===== src/rtl/smart_timer_pkg.sv =====
// Shared types and default parameters for the smart_timer countdown block.
package smart_timer_pkg;

    localparam int LEN_W_DEF          = 5;
    localparam int FLICKER_THRESH_DEF = 4;

    typedef enum logic [1:0] {
        IDLE   = 2'd0,
        RUN    = 2'd1,
        FROZEN = 2'd2,
        DONE   = 2'd3
    } timer_state_t;

endpackage


===== src/rtl/smart_timer_flicker.sv =====
// Registered warning toggle: flips on each enabled step whose count is inside the window.
module smart_timer_flicker #(
    parameter int LEN_W = 5
) (
    input  logic             clk,
    input  logic             reset,
    input  logic             i_en,
    input  logic             i_clr,
    input  logic [LEN_W-1:0] i_count,
    input  logic [LEN_W-1:0] i_thresh,
    output logic             o_flicker
);

    logic w_in_window;
    logic r_flicker;

    // Window test on the post-decrement count
    always_comb begin
        w_in_window = (i_count != {LEN_W{1'b0}}) && (i_count <= i_thresh);
    end

    // Toggle register; clear wins, and it holds while neither clear nor enable is active
    always_ff @(posedge clk or negedge reset) begin
        if (!reset) begin
            r_flicker <= 1'b0;
        end else if (i_clr) begin
            r_flicker <= 1'b0;
        end else if (i_en) begin
            r_flicker <= w_in_window ? ~r_flicker : 1'b0;
        end else begin
            r_flicker <= r_flicker;
        end
    end

    assign o_flicker = r_flicker;

endmodule


===== src/rtl/smart_timer.sv =====
// Programmable countdown timer with freeze, end-of-count flicker and a sticky done flag.
module smart_timer
    import smart_timer_pkg::*;
#(
    parameter int LEN_W          = LEN_W_DEF,
    parameter int FLICKER_THRESH = FLICKER_THRESH_DEF
) (
    input  logic             clk,
    input  logic             reset,
    input  logic             t_start,
    input  logic [LEN_W-1:0] t_length,
    input  logic             t_freeze,
    output logic             t_flicker,
    output logic             t_done
);

    timer_state_t     r_state;
    timer_state_t     w_state_nxt;
    logic [LEN_W-1:0] r_count;
    logic [LEN_W-1:0] w_count_nxt;
    logic             w_flk_en;
    logic             w_flk_clr;
    logic             r_done;

    // Next-state and counter logic; start overrides freeze and expiry
    always_comb begin
        w_state_nxt = r_state;
        w_count_nxt = r_count;
        w_flk_en    = 1'b0;
        w_flk_clr   = 1'b0;
        if (t_start) begin
            w_count_nxt = t_length;
            w_flk_clr   = 1'b1;
            if (t_length == {LEN_W{1'b0}}) begin
                w_state_nxt = DONE;
            end else begin
                w_state_nxt = RUN;
            end
        end else begin
            case (r_state)
                RUN: begin
                    if (t_freeze) begin
                        w_state_nxt = FROZEN;
                    end else if (r_count > {LEN_W{1'b0}}) begin
                        w_count_nxt = r_count - LEN_W'(1);
                        w_flk_en    = 1'b1;
                        if (w_count_nxt == {LEN_W{1'b0}}) begin
                            w_state_nxt = DONE;
                            w_flk_clr   = 1'b1;
                        end else begin
                            w_state_nxt = RUN;
                        end
                    end else begin
                        w_state_nxt = DONE;
                        w_flk_clr   = 1'b1;
                    end
                end
                // Resuming costs one edge with no decrement
                FROZEN: begin
                    if (t_freeze) begin
                        w_state_nxt = FROZEN;
                    end else begin
                        w_state_nxt = RUN;
                    end
                end
                DONE: begin
                    w_state_nxt = DONE;
                end
                IDLE: begin
                    w_state_nxt = IDLE;
                end
                default: begin
                    w_state_nxt = IDLE;
                    w_count_nxt = {LEN_W{1'b0}};
                    w_flk_clr   = 1'b1;
                end
            endcase
        end
    end

    // State, count and done registers
    always_ff @(posedge clk or negedge reset) begin
        if (!reset) begin
            r_state <= IDLE;
            r_count <= {LEN_W{1'b0}};
            r_done  <= 1'b0;
        end else begin
            r_state <= w_state_nxt;
            r_count <= w_count_nxt;
            r_done  <= (w_state_nxt == DONE);
        end
    end

    smart_timer_flicker #(
        .LEN_W (LEN_W)
    ) u_flicker (
        .clk       (clk),
        .reset     (reset),
        .i_en      (w_flk_en),
        .i_clr     (w_flk_clr),
        .i_count   (w_count_nxt),
        .i_thresh  (LEN_W'(FLICKER_THRESH)),
        .o_flicker (t_flicker)
    );

    assign t_done = r_done;

endmodule


===== config.mk =====
export PLATFORM = sky130hd
export DESIGN_NAME = smart_timer
export DESIGN_NICKNAME = d
export VERILOG_FILES = /design/src/rtl/smart_timer_pkg.sv /design/src/rtl/smart_timer_flicker.sv /design/src/rtl/smart_timer.sv
export SDC_FILE = /design/constraint.sdc
export NUM_CORES = 1
export LEC_CHECK = 0
export CAP_MARGIN = 40
export CORE_MARGIN = 1.5
export CORE_UTILIZATION = 45
export DETAILED_ROUTE_END_ITERATION = 6
export PLACE_DENSITY_LB_ADDON = 0.1
export SETUP_SLACK_MARGIN = 0.02
export SYNTH_ARGS = -nofsm -noshare
export SYNTH_HDL_FRONTEND = slang
export SYNTH_SLANG_ARGS = --single-unit

===== constraint.sdc =====
create_clock -name clk -period 2.1 [get_ports clk]
set_clock_uncertainty 0.1 [all_clocks]
set_input_delay 0.315 -clock clk [delete_from_list [all_inputs] [get_ports clk]]
set_output_delay 0.315 -clock clk [all_outputs]
set_load 0.02 [all_outputs]

==> impl_metrics.json <==
{
  "status": "finished clean",
  "fmax_ghz": 0.487,
  "clk_path_buf_depth": 2,
  "synth_edf_count": 0,
  "setup_viol": 0,
  "gr-usage-all-layers": 0.217,
  "avgSynthCellArea_um2": 9.00,
  "yosys.area.top_type": "dfrtp_1",
  "final_nets": 119,
  "clk_latency_ns": 0.27,
  "path_clk_slew_ns": 0.06,
  "r2r_cells": 7,
  "criticalPathCategory": "register to register",
  "ys_ff_latch": 9,
  "die-area_um2": 1720,
  "syn_nets": 85,
  "dr.pass1.iters": 4,
  "vdd_ir_drop_max_uv": 396,
  "drive_above_1_share": 0.355,
  "r2r-start": "r_count[1]",
  "min_period_ns": 2.05,
  "port_buffers": 10,
  "max_cap_violations": 0,
  "dp_hpwl_um": 1270,
  "worstHoldPathType": "primary input to async pin",
  "rows": 13,
  "diodes": 0,
  "fin_util": 0.734,
  "critPathMaxFanout": 5,
  "rr_endpoint": "u_flicker.o_flicker",
  "grt_pass1_vias": 657,
  "layout_setup_ws_ns": 0.0464,
  "required_ns": 2.16,
  "async_flop_share": 1.00,
  "drc": 0,
  "wl_um": 1680,
  "rsz0062_at_grt": "yes",
  "overflow": 0,
  "cts_max_level": 1,
  "synth_most_common_cell": "dfrtp_1",
  "grt_start_max_net_pins": 10,
  "pre_cts_slack_ns": -0.350,
  "hold_slack_ns": 0.255,
  "start_util": 0.499,
  "drt-initial-drc-count": 12,
  "synth.top_cell.area_share": 0.338,
  "io_pins": 11,
  "coreArea_um2": 1330,
  "vias": 667,
  "rrSetupSlack_ns": 0.05,
  "postRouteAntennaNets": 0,
  "endpoint_kind": "register",
  "die_width_um": 41.5,
  "drv_slew": 0,
  "yosys_warnings": 0,
  "leakage_uw": 0.000439,
  "start_kind": "register",
  "max_slew_margin": 0.703,
  "powerDensity_nw_per_um2": 613,
  "ys_top_cells_by_count": "dfrtp_1 (9), nand2_1 (7), inv_1 (6), nor3_1 (5), nor2_1 (4)",
  "netlist_instances": 74,
  "ys_seq_area_frac": 0.338,
  "synth_ff_type": "dfrtp_1",
  "die_h_um": 41.5,
  "area_delta_synth_final_pct": 47.0,
  "antenna_found_initial": 0,
  "synth_cell_types": 38,
  "cts_tree": "done",
  "cts_root_buf": "clkbuf_4",
  "grt_pass1_wl_um": 2850,
  "worst_pin_slew_ns": 0.445,
  "hold_viol_final": 0,
  "drt-wirelength-per-cell_um": 13.7,
  "power.total_uw": 600,
  "cts.sinks": 9,
  "synth.area.top_cells": "dfrtp_1 (34%), nand2_1 (3.9%), o311ai_4 (3.9%)",
  "viasPerCell": 5.47,
  "period_share": 0.978,
  "gp_congestion": 0.883,
  "syn_area_um2": 666,
  "numCtsBuffers": 3,
  "worstPathArrival_ns": 2.11,
  "fin_setup_tns_ns": 0
}
worst max-delay path by stage:
stage / start / to / slack [ns] / cells after the start
after detailed placement: t_freeze / u_flicker.o_flicker / -0.35 / 6
after floorplan: r_count[0] / u_flicker.o_flicker / 0.01 / 7
after global placement: t_freeze / u_flicker.o_flicker / -0.31 / 6
final: r_count[1] / u_flicker.o_flicker / 0.05 / 7
after global routing: r_count[1] / u_flicker.o_flicker / -0.03 / 7
after CTS: r_count[1] / u_flicker.o_flicker / 0.001 / 7
flip-flops by register name, indices dropped and copies added, names as in the netlist:
register	count
r_count	5
r_state	2
u_flicker.o_flicker	1
t_done	1
power breakdown:
group | switching [uW] | leakage, uW | internal [uW]
registers | 18.4 | 0.000110 | 193
logic | 112 | 0.000314 | 136
clock network | 67.4 | 0.0000150 | 73.7
total | 197 | 0.000439 | 402
final cells by class:
| class | count | area, um^2 |
|---|---|---|
| Multi-Input combinational cell | 55 | 414 |
| Inverter | 7 | 26.3 |
| Sequential cell | 9 | 225 |
| Tap cell | 15 | 18.8 |
| Timing Repair Buffer | 32 | 268 |
| Clock buffer | 4 | 26.3 |
| Fill cell | 102 | 355 |
metrics by stage:
stage	cell area, um^2	instances
2_1_floorplan	668	74
3_3_place_gp	895	113
3_5_place_dp	895	113
4_1_cts	956	120
5_1_grt	978	122
6_report	978	122
worst max-delay path: stages (launching register included):
cell and delay, ns:
dfrtp_1 0.39, inv_2 0.08, ha_4 0.13, nor4b_4 0.32, nor3_1 0.08, o31a_1 0.27, or3_4 0.37, a31o_1 0.21
layer usage:
layer / global-route usage / part of all wire / vias up
met4: 0.0581 / 0.014 / 0
met1: 0.278 / 0.48 / 305
met3: 0.0870 / 0.047 / 4
li1: - / - / 341
met2: 0.338 / 0.46 / 17
met5: 0 / 0 / -
timing repair:
action	4_1_cts	5_1_grt
resized for setup	3	2
hold buffers	0	0
pin swaps	4	4
setup endpoints to repair	1	1
buffers inserted	3	2
logic make-up after synthesis:
family          share of synthesized area
compound gates                      0.267
fa+ha+maj                          0.0376
flops                               0.338
buf+inv                            0.0695
simple gates                        0.288
placed cells by master (no fill, tap or decap), types with 2 or more instances in the layout:
cell type	count
o311ai_1	2
inv_2	3
a21boi_0	2
o21ai_1	3
buf_4	22
nand2_1	7
nor2_1	4
clkdlybuf4s50_1	9
nor3_1	5
dfrtp_1	9
nand2b_1	3
clkbuf_4	3
o21ai_0	3
inv_1	4
Note: power is estimated with default switching activity, not from simulation.
